**config.mk**
```make
export PLATFORM = sky130hd
export DESIGN_NAME = osc_phase_counter
export DESIGN_NICKNAME = d
export VERILOG_FILES = /design/src/rtl/osc_phase_counter.sv
export SDC_FILE = /design/constraint.sdc
export NUM_CORES = 1
export LEC_CHECK = 0
export BUFFER_PORTS_ARGS = -buffer_cell sky130_fd_sc_hd__clkbuf_2
export CAP_MARGIN = 10
export CORE_MARGIN = 2
export CORE_UTILIZATION = 50
export CTS_CLUSTER_SIZE = 25
export DETAILED_ROUTE_END_ITERATION = 12
export PLACE_DENSITY = 0.72
export SYNTH_ARGS = -nofsm -noshare
export SYNTH_HDL_FRONTEND = slang
export SYNTH_SLANG_ARGS = --single-unit
```
**constraint.sdc**
```tcl
create_clock -name clk -period 5.68 [get_ports clk]
set_input_delay 0.284 -clock clk [delete_from_list [all_inputs] [get_ports clk]]
set_output_delay 0.284 -clock clk [all_outputs]
set_load 0.1 [all_outputs]
```
**src/rtl/osc_phase_counter.sv**
```systemverilog
// osc_phase_counter: note/octave to period lookup plus sample-rate phase counter feeding the divider
module osc_phase_counter #(
  parameter int unsigned SAMPLE_DIV = 250
) (
  input  logic        clk,
  input  logic        n_rst,
  input  logic        en,
  input  logic [3:0]  note_sel,
  input  logic [1:0]  octave,
  output logic [15:0] count,
  output logic [15:0] divider,
  output logic        flag,
  output logic        wrap
);
  if (SAMPLE_DIV < 12 || SAMPLE_DIV > 65535) begin : g_bad_div
    $error("osc_phase_counter: SAMPLE_DIV must be within 12..65535");
  end
  localparam logic [15:0] LAST = 16'(SAMPLE_DIV - 1);
  logic [15:0] presc_q, count_q, count_d, div_q, div_d, base, target;
  logic        flag_q, wrap_q, wrap_d, rest_q, rest_d, tick, sel_rest;
  // base period at octave 2 for a 40 kHz sample rate; zero marks a rest code
  always_comb begin
    case (note_sel)
      4'd1:    base = 16'd612;
      4'd2:    base = 16'd577;
      4'd3:    base = 16'd545;
      4'd4:    base = 16'd514;
      4'd5:    base = 16'd485;
      4'd6:    base = 16'd458;
      4'd7:    base = 16'd432;
      4'd8:    base = 16'd408;
      4'd9:    base = 16'd385;
      4'd10:   base = 16'd364;
      4'd11:   base = 16'd343;
      4'd12:   base = 16'd324;
      default: base = 16'd0;
    endcase
  end
  assign sel_rest = base == 16'd0;
  assign target   = sel_rest ? 16'd1 : base >> octave;
  assign tick     = en && presc_q == LAST;
  // next phase state at a tick; a new note is only accepted at a wrap or from silence
  always_comb begin
    count_d = count_q + 16'd1;
    div_d   = div_q;
    wrap_d  = 1'b0;
    rest_d  = rest_q;
    if (rest_q || count_q == div_q - 16'd1) begin
      count_d = 16'd0;
      div_d   = target;
      wrap_d  = !(rest_q && sel_rest);
      rest_d  = sel_rest;
    end
  end
  // prescaler, phase counter and registered strobes; disable parks everything at silence
  always_ff @(posedge clk or negedge n_rst) begin
    if (!n_rst) begin
      presc_q <= 16'd0;
      count_q <= 16'd0;
      div_q   <= 16'd1;
      flag_q  <= 1'b0;
      wrap_q  <= 1'b0;
      rest_q  <= 1'b1;
    end else if (!en) begin
      presc_q <= 16'd0;
      count_q <= 16'd0;
      div_q   <= 16'd1;
      flag_q  <= 1'b0;
      wrap_q  <= 1'b0;
      rest_q  <= 1'b1;
    end else begin
      presc_q <= tick ? 16'd0 : presc_q + 16'd1;
      flag_q  <= tick;
      wrap_q  <= tick && wrap_d;
      if (tick) begin
        count_q <= count_d;
        div_q   <= div_d;
        rest_q  <= rest_d;
      end
    end
  end
  assign count   = count_q;
  assign divider = div_q;
  assign flag    = flag_q;
  assign wrap    = wrap_q;
endmodule

```
-- Word-level counts from Yosys, hierarchy flattened
Memories as Yosys holds them, arrays and structs flattened.
Cells that the tools add are included.
- $add $sub $neg: 3
- equality and inequality tests: 4
- shifts and indexed selects: 1
- multiplexer cells: 15
- reductions and logical operators: 7
- operators with widths (cell ; count):
    $mux 16 ; 9
    $add 16x1->16 const B ; 2
    $eq 16x16->1 ; 1
    $eq 16x8->1 const B ; 1
    $logic_not 16->1 ; 1
    $shr 16x2->16 ; 1
    $sub 16x1->16 const B ; 1
    $mux 1 ; 6
    $ne 2x1->1 const B ; 2
    $logic_and 1x1->1 ; 3
    $reduce_and 2->1 ; 1
    $logic_not 1->1 ; 1
    $logic_or 1x1->1 ; 1
- register bits after elaboration: 51
- memory bits (read-only): 160
- input bits: 9
- output and inout bits: 34
- word-level logic and storage cells: 37
- memories kept: 1
- memories (name ; depth ; width ; rd ports ; clocked after memory_dff ; write ports ; line ; RTL):
    (no name shown) ; 16 ; 10 ; 1 ; 0 ; 0 ; 23 ; case (note_sel)

-- Logic depth before layout (Yosys ltp)
Gate-level depths: netlist of the first run.
An unclocked memory read counts as a cell.
- depth in word-level cells: 7
- depth in mapped cells: 10
- depth with buffers taken out: 9

-- Worst setup path after synthesis of the first run
Ideal clock, no wire load.
- kind: register to register
- from: reg div_q[1], in the netlist divider[1]
- to: reg count_q[12], in the netlist count[12]
- library setup time: 119 ps
- data arrival time: 3011 ps
- required time: 5561 ps
- setup slack: 2550 ps
- stages on the path, launching flop included: 11
- buffers on the path: 1
- period minus slack after synthesis: 3130 ps
- cells stage by stage: dfrtp_1 > inv_1 > ha_1 > nor4b_4 > or3_1 > a22oi_1 > o21ai_1 > a211oi_2 > buf_4 > nor3_1 > o21a_1
- word-level cells in the longest chain between the ends: 6
- ends and longest elaborated chain (item ; line ; RTL):
    from (decl) ; 19 ; logic [15:0] presc_q, count_q, count_d, div_q, div_d, base, target;
    from (signal assigned) ; 77 ; div_q <= div_d;
    $sub 16x1->16 ; 48 ; if (rest_q || count_q == div_q - 16'd1) begin
    $eq 16x16->1 ; 48 ;
    $logic_or 1x1->1 ; 48 ;
    $mux 16 ; 48 ;
    $mux 16 ; 75 ; if (tick) begin
    $mux 16 ; 64 ; end else if (!en) begin
    to (signal assigned) ; 76 ; count_q <= count_d;
    to (decl) ; 19 ;
No other way between the ends. The select of a mux whose other input is x is not followed.
A chain may end at the register's enable or synchronous reset.

-- Worst setup path after layout of the first run
- from: reg div_q[1], in the netlist divider[1]
- to: reg count_q[13], in the netlist count[13]
The elaborated chain is that of the path after synthesis.

==> qor.yml, run 1 <==
synth:
  synth.distinct_cells: 60
  synth.avg_cell_area_um2: 8.61
  synth_area_um2: 3310
  async_reset_ff_frac: 1.00
  synthDominantCellAreaShare: 0.325
  yosys_warnings: 0
  ys.flop_type: "dfrtp_1"
  synthCells: 385
  synth_edf_count: 0
  ys_top_cells_by_area: "dfrtp_1, nand2_1, xor2_1, nor2_1, xnor2_1"
  ys_ff_latch: 45
  yosysSeqAreaShare: 0.341
  yosysTopAreaCell: "dfrtp_1"
clock_tree:
  clock-sinks: 45
  htreeDepth: 2
  clock_path_buffers: 2
  clk_pin_slew_ps: 90
  clk_latency_ps: 300
  ctsResizeCount: 0
  cts_tree: "yes"
  cts_buffers: 5
  post_cts_buffers: 0
  ctsHoldBuffers: 0
  cts_root_buf: "clkbuf_8"
setup_path:
  reg2reg_to: "count[13]$_DFFE_PN0P_"
  worst-r2r-setup-slack_ps: 2300
  ff2ff_path_depth: 9
  critPathArrivalTime_ps: 3560
  crit_fanout: 21
  r2r_start: "divider[1]$_DFFE_PN0P_"
  worstSetupStartpointType: "flop"
  crit_path_end_kind: "flop"
  worstSetupPathType: "flop to flop"
  cp.required_ps: 5860
timing:
  timing.setup.tns_ps: 0
  period_share: 0.595
  max_slew_margin: 0.253
  fin_crit_ps: 3380
  worst_slack_ps: 2300
  tightest_slew_ps: 1120
  finClkSkew_ps: 12.1
  slew_violations: 0
  fmax_mhz: 296
  rsz0062_at_grt: "false"
  hold_viol: 0
  finalSetupViolations: 0
final_layout:
  layout.nets: 423
  mostFrequentLayoutCell: "dfrtp_1"
  antenna_cells: 0
  fillers: 594
  final_cell_mix: "dfrtp_1, nand2_1, nor2_1, clkbuf_2, nand3_1"
  syn2layout_area_growth_pct: 7.55
  drive_above_1_share: 0.145
power:
  power_density_nw_per_um2: 169
  pwr-share-seq: 0.537
  ir_drop_mv: 0.127
  power.share.clock: 0.337
  p_leak_nw: 1.53
  p_int_uw: 439
  comb_power_share: 0.127
  p_sw_uw: 165
  p_sw_frac: 0.274
placed_design:
  portBuffers: 36
  place_ws_ps: 2350
  place_congestion: 0.894
  dp_hpwl_um: 5410
global_route:
  grt_max_degree: 46
  grt_overflow: 0
  grt_pass1_vias: 2654
  track_usage: 0.215
  grt_pass1_wl_um: 12700
  antenna_found_initial: 0
detailed_routing:
  via_per_inst: 5.98
  wl_per_cell_um: 15.7
  route.vias.total: 2889
  initialDrtViolationCount: 203
  firstDrtPassIters: 4
  totalWireLength_um: 7560
  antenna_left: 0
  drc: 0
floorplanning:
  die-width_um: 85.4
  io_pins: 43
  die_h_um: 85.4
  start_util: 0.519
  design.die.area_um2: 7300
  fp-row-count: 29
  coreArea_um2: 6390
min_path:
  hp-class: "input port to async pin"
status:
  status: "finished clean"
flow_run:
  max_cap_viol_count: 0
[kinds of logic (layout without fill, tap and decap cells)]
kind of cell	Yosys count	after routing	share of synthesized area
buffers and inverters	41	57	0.0566
DFF	45	45	0.341
adders and majority gates	8	8	0.0302
AOI/OAI and AO/OA	75	75	0.170
and+or+nand+nor	171	171	0.279
xor gates and xnor gates	31	31	0.0819
muxes	13	13	0.0408
other	1	6	0.00113
[worst max-delay path by stage]
| stage | from | to |
|---|---|---|
| after floorplan | divider[1]$_DFFE_PN0P_ | count[12]$_DFFE_PN0P_ |
| final | divider[1]$_DFFE_PN0P_ | count[13]$_DFFE_PN0P_ |
| after global placement | divider[1]$_DFFE_PN0P_ | count[11]$_DFFE_PN0P_ |
| after detailed placement | divider[1]$_DFFE_PN0P_ | count[13]$_DFFE_PN0P_ |
| after CTS | divider[1]$_DFFE_PN0P_ | count[13]$_DFFE_PN0P_ |
| after global routing | divider[1]$_DFFE_PN0P_ | count[7]$_DFFE_PN0P_ |
[layer usage]
metal	GRT usage	up-vias	routed length [µm]
li1	-	1421	-
met1	0.302	1399	3560
met2	0.352	64	3600
met3	0.0389	5	367
met4	0.0361	0	34
met5	0	-	0
[synthesized netlist by cell type, types with 3 or more instances]
cell      instances
o21ai_1           7
o211ai_1          3
a21oi_1          11
nand4b_1          5
o31ai_1           3
o22ai_1           3
dfrtp_1          43
nor3_1           11
nand3b_1          3
mux2_2            4
inv_1            12
nand2_1          39
nand3_1          17
buf_2             3
buf_4             8
nand4_1          11
and4_1            4
a22oi_1           3
clkbuf_1         15
ha_1              8
a32oi_1           3
and3_1            9
nor2b_1           6
xnor2_1          15
or3_1            12
xor2_1           16
o21ai_0          10
nand2b_1          7
mux2i_1           9
nor2_1           36
o21a_1            3
a211oi_2          4
o221ai_1          5
[sequential cells by signal, summed over array words and instances (netlist names)]
name / cells
flag: 1
presc_q: 16
rest_q: 1
count: 16
divider: 10
wrap: 1
[metrics by stage]
| step | instance area, µm² | std cells | hold WS [ps] | util | total power [mW] |
|---|---|---|---|---|---|
| finish | 3560 | 483 | 47.3 | 0.558 | 0.604 |
| detailed placement | 3480 | 476 | 401 | 0.545 | 0.407 |
| floorplan | 3330 | 390 | -11.6 | - | 0.390 |
| global placement | 3480 | 476 | 402 | 0.545 | 0.405 |
| CTS | 3560 | 483 | 81.4 | 0.558 | 0.608 |
| global route | 3560 | 483 | 104 | 0.558 | 0.631 |
[critical path, stage by stage (launching register included)]
cell       delay, ps
dfrtp_1          430
inv_1            120
ha_1             300
nor4b_4          420
xnor2_1          170
nand4_1          180
nor2b_1          240
a2111oi_4       1020
nand2b_1         300
nor2_1            80
[power groups by stage]
stage	Combinational, mW	Sequential (mW)	Clock [mW]
finish	0.0764	0.324	0.203
global route	0.0844	0.325	0.222
CTS	0.0764	0.324	0.208
detailed placement	0.0762	0.330	0
global placement	0.0747	0.330	0
floorplan	0.0604	0.330	0
[area by class of cell]
type / instances / area [µm²] / share of cell area
Tap cell: 77 / 96.3 / 0.0270
Multi-Input combinational cell: 304 / 2020 / 0.566
Inverter: 13 / 48.8 / 0.0137
Timing Repair Buffer: 37 / 188 / 0.0527
Sequential cell: 45 / 1130 / 0.317
Clock buffer: 7 / 86.3 / 0.0242
Power figures use the tool's default switching activity.
==> run 2, diff against run 1 <==
Clock period 5.68 ns to 3.2 ns, I/O delays scaled along.
==> qor.yml, run 2 (synthesized netlist as in run 1, its figures left out) <==
timing:
  hold_viol: 0
  slew_violations: 0
  finClkSkew_ps: 13.1
  worst_slack_ps: 302
  fmax_mhz: 345
  finalSetupViolations: 0
  rsz0062_at_grt: "false"
  period_share: 0.905
  fin_crit_ps: 2900
  tightest_slew_ps: 575
  max_slew_margin: 0.618
  fin_hold_ws_ps: 268
  timing.setup.tns_ps: 0
global_route:
  met2_usage: 0.353
  grt_pass1_wl_um: 13000
  grt_overflow: 0
  grt_pass1_vias: 2707
  track_usage: 0.219
  top_usage_layer: "met2"
  use_met1: 0.305
  grtUsageMet3: 0.0379
  grt_max_degree: 32
  antenna_found_initial: 0
setup_path:
  critPathArrivalTime_ps: 3100
  slowest_stage: "dfrtp_1"
  crit_fanout: 21
  crit_path_end_kind: "flop"
  cpPeakStageDelay_ps: 430
  cp.required_ps: 3400
  ff2ff_path_depth: 10
  worstSetupStartpointType: "flop"
  crit_path_cell_trace: "inv_1 > ha_1 > nor4b_4 > xnor2_1 > nand4_1 > nor2b_1 > a2111oi_4 > buf_4 > nor2_1 > a211oi_2"
  worstSetupPathType: "flop to flop"
detailed_routing:
  wl_per_cell_um: 15.6
  totalWireLength_um: 7630
  initialDrtViolationCount: 177
  drc: 0
  via_per_inst: 6.00
  firstDrtPassIters: 5
  route.vias.total: 2941
  antenna_left: 0
clock_tree:
  cts_root_buf: "clkbuf_8"
  clk_pin_slew_ps: 100
  cts_buffers: 5
  cts_tree: "yes"
  clock_path_buffers: 2
  clock-sinks: 45
  clk_latency_ps: 310
  htreeDepth: 2
placed_design:
  place_congestion: 0.894
  place_ws_ps: 352
  dp_hpwl_um: 5490
  portBuffers: 36
power:
  power_density_nw_per_um2: 299
  power_mw: 1.08
  p_leak_nw: 1.56
  ir_drop_mv: 0.266
final_layout:
  mostFrequentLayoutCell: "dfrtp_1"
  layout.nets: 429
  drive_above_1_share: 0.160
  fillers: 568
  final_cell_mix: "dfrtp_1, nand2_1, nor2_1, clkbuf_2, nand3_1"
  antenna_cells: 0
  syn2layout_area_growth_pct: 9.10
  regArea_um2: 1130
  multi_input_area_um2: 2020
status:
  status: "finished clean"
floorplanning:
  design.die.area_um2: 7300
  coreArea_um2: 6390
  die-width_um: 85.4
  start_util: 0.519
  fp-row-count: 29
  io_pins: 43
  die_h_um: 85.4
min_path:
  hp-class: "input port to flop"
  hold_depth: 3
flow_run:
  max_cap_viol_count: 0
## run 2: changes by cell type in the layout (fill, tap and decap cells not counted), sizes merged
cell         before  now
dlygate4sd3       0    1
clkbuf           43   41
clkinv            1    2
buf               1    6
inv              12   13
clkinvlp          0    1
## run 2: final timing paths
| kind | from | end | slack (ps) |
|---|---|---|---|
| worst max register to register | divider[1]$_DFFE_PN0P_ | divider[4]$_DFFE_PN0P_ | 300 |
| max in group asynchronous | n_rst | divider[0]$_DFFE_PN1P_ | 2110 |
| worst max-delay path | divider[1]$_DFFE_PN0P_ | divider[4]$_DFFE_PN0P_ | 300 |
| worst min-delay path | en | count[6]$_DFFE_PN0P_ | 270 |
| worst min register to register | presc_q[0]$_DFF_PN0_ | presc_q[0]$_DFF_PN0_ | 520 |
| min in group asynchronous | n_rst | count[11]$_DFFE_PN0P_ | 310 |
## run 2: worst max-delay path: cells and delay by family, from the launching register on
family,cells,cell delay [ps]
simple gates,4,900
flops,1,430
buf+inv,2,410
compound gates,2,580
xor+xnor,1,170
fa+ha+maj,1,300
## run 2: what timing repair did
item	CTS	global route
setup buffers	0	0
endpoints found under the hold margin	13	0
gates resized for setup	0	0
hold buffers	1	0
## run 2: power by group
group          switching [mW]  leakage [nW]  internal, mW
clock                   0.213        0.0445         0.155
sequential            0.00384         0.620         0.571
combinational          0.0992         0.893        0.0377
total                   0.316          1.56         0.764
## run 2: stage by stage
step | utilization | std cells | cell area [µm²]
after floorplan | - | 390 | 3330
after global placement | 0.551 | 481 | 3520
after detailed placement | 0.551 | 481 | 3520
after CTS | 0.566 | 490 | 3620
after global routing | 0.566 | 490 | 3620
final | 0.566 | 490 | 3620
## run 2: cell type report
| class | instances | area share |
|---|---|---|
| Clock inverter | 3 | 0.00588 |
| Clock buffer | 5 | 0.0190 |
| Timing Repair Buffer | 43 | 0.0651 |
| Sequential cell | 45 | 0.312 |
| Inverter | 13 | 0.0135 |
| Tap cell | 77 | 0.0266 |
| Multi-Input combinational cell | 304 | 0.558 |
## run 2: metal layers
layer	up-vias	wire length, µm	part of all wire
li1	1443	-	-
met1	1396	3470	0.45
met2	92	3610	0.47
met3	10	478	0.063
met4	0	72	0.0094
met5	-	0	0
==> run 3, diff against run 2 <==
Settings changed: MAX_ROUTING_LAYER set to met4.
==> qor.yml, run 3 (synthesized netlist as in run 1, its figures left out) <==
placed_design:
  portBuffers: 36
  dp_hpwl_um: 5490
  place_congestion: 0.909
  dpl.cell_count: 481
clock_tree:
  htreeDepth: 2
  cts_buffers: 5
  ctsResizeCount: 0
  cts_root_buf: "clkbuf_8"
  cts_tree: "yes"
  clock-sinks: 45
  clock_path_buffers: 2
  clk_latency_ps: 310
  clk_pin_slew_ps: 100
detailed_routing:
  via_per_inst: 5.97
  initialDrtViolationCount: 199
  antenna_left: 0
  drc: 0
  wl_per_cell_um: 15.4
  totalWireLength_um: 7550
  firstDrtPassIters: 4
  route.vias.total: 2924
final_layout:
  layoutNonFillerInstCount: 490
  drive_above_1_share: 0.160
  layout.nets: 429
  fillers: 568
  final_cell_mix: "dfrtp_1, nand2_1, nor2_1, clkbuf_2, nand3_1"
  regArea_um2: 1130
  antenna_cells: 0
  mostFrequentLayoutCell: "dfrtp_1"
  syn2layout_area_growth_pct: 9.10
  multi_input_area_um2: 2020
power:
  power_density_nw_per_um2: 298
  p_leak_nw: 1.56
  ir_drop_mv: 0.265
setup_path:
  cp.depth: 10
  crit_path_end_kind: "flop"
  cp.required_ps: 3400
  slowest_stage: "dfrtp_1"
  ff2ff_path_depth: 10
  worstSetupStartpointType: "flop"
  critPathArrivalTime_ps: 3100
  cpPeakStageDelay_ps: 430
  crit_path_cell_trace: "inv_1 > ha_1 > nor4b_4 > xnor2_1 > nand4_1 > nor2b_1 > a2111oi_4 > buf_4 > nor2_1 > a211oi_2"
  crit_buf_inv: 2
  crit_fanout: 21
  crit_family: "simple AND/OR/NAND/NOR gates"
  worstSetupPathType: "flop to flop"
timing:
  timing.setup.tns_ps: 0
  finalSetupViolations: 0
  max_slew_margin: 0.618
  rsz0062_at_grt: "false"
  tightest_slew_ps: 575
  finClkSkew_ps: 11.8
  slew_violations: 0
  fin_crit_ps: 2890
  period_share: 0.904
  fmax_mhz: 346
  hold_viol: 0
floorplanning:
  die-width_um: 85.4
  coreArea_um2: 6390
  die_h_um: 85.4
  start_util: 0.519
  design.die.area_um2: 7300
  fp-row-count: 29
  io_pins: 43
min_path:
  hold_depth: 3
  hp-class: "input port to flop"
global_route:
  antenna_found_initial: 0
  grt_pass1_wl_um: 13000
  grt_pass1_vias: 2710
  use_met1: 0.308
  met2_usage: 0.352
  grt_overflow: 0
  grtUsageMet3: 0.0360
  top_usage_layer: "met2"
  track_usage: 0.225
  grt_max_degree: 32
status:
  status: "finished clean"
flow_run:
  max_cap_viol_count: 0
-- run 3: cell counts in the layout (fill, tap and decap cells not counted) --
No cell type changed its count.
-- run 3: path summary, 6_finish.rpt --
path                                              from                     end  slack (ps)
worst min register to register    presc_q[0]$_DFF_PN0_    presc_q[0]$_DFF_PN0_         520
worst max-delay path            divider[1]$_DFFE_PN0P_  divider[4]$_DFFE_PN0P_         310
min in group asynchronous                        n_rst   count[11]$_DFFE_PN0P_         310
worst min-delay path                                en    count[6]$_DFFE_PN0P_         270
max in group asynchronous                        n_rst  divider[0]$_DFFE_PN1P_        2120
worst max register to register  divider[1]$_DFFE_PN0P_  divider[4]$_DFFE_PN0P_         310
-- run 3: cell type report --
cell class              instances  area share
multi-input cells             304       0.558
well taps                      77      0.0266
inverters                      13      0.0135
flip-flops and latches         45       0.312
clock buffers                   5      0.0190
repair buffers                 43      0.0651
clock inverters                 3     0.00588
-- run 3: layer usage --
layer  share of wire  wire [µm]
met1            0.44       3350
met2            0.49       3690
met3           0.062        467
met4          0.0052         39
met5               0          0
-- run 3: worst reg2reg max path, cell delays in order, from the launching register on --
cell and delay, ps:
dfrtp_1 430, inv_1 110, ha_1 300, nor4b_4 400
xnor2_1 180, nand4_1 180, nor2b_1 240, a2111oi_4 350
buf_4 300, nor2_1 80, a211oi_2 230
-- run 3: repair_timing --
action	CTS	global route
buffers inserted	0	0
endpoints found under the hold margin	13	0
hold buffers	1	0
-- run 3: power by group --
group	leakage (nW)	internal, mW	total, mW	switching, mW
Clock	0.0445	0.155	0.364	0.209
Combinational	0.893	0.0377	0.137	0.0988
Sequential	0.620	0.571	0.575	0.00390
Total	1.56	0.764	1.08	0.312
-- run 3: through the flow --
stage          utilization  hold WS, ps  total power [mW]  area, µm²  setup slack [ps]
2_1_floorplan            -         -136             0.693       3330              70.3
3_3_place_gp         0.551         97.9             0.720       3520               459
3_5_place_dp         0.551          107             0.722       3520               352
4_1_cts              0.566          248              1.09       3620               332
5_1_grt              0.566          282              1.12       3620              80.7
6_report             0.566          268              1.08       3620               306
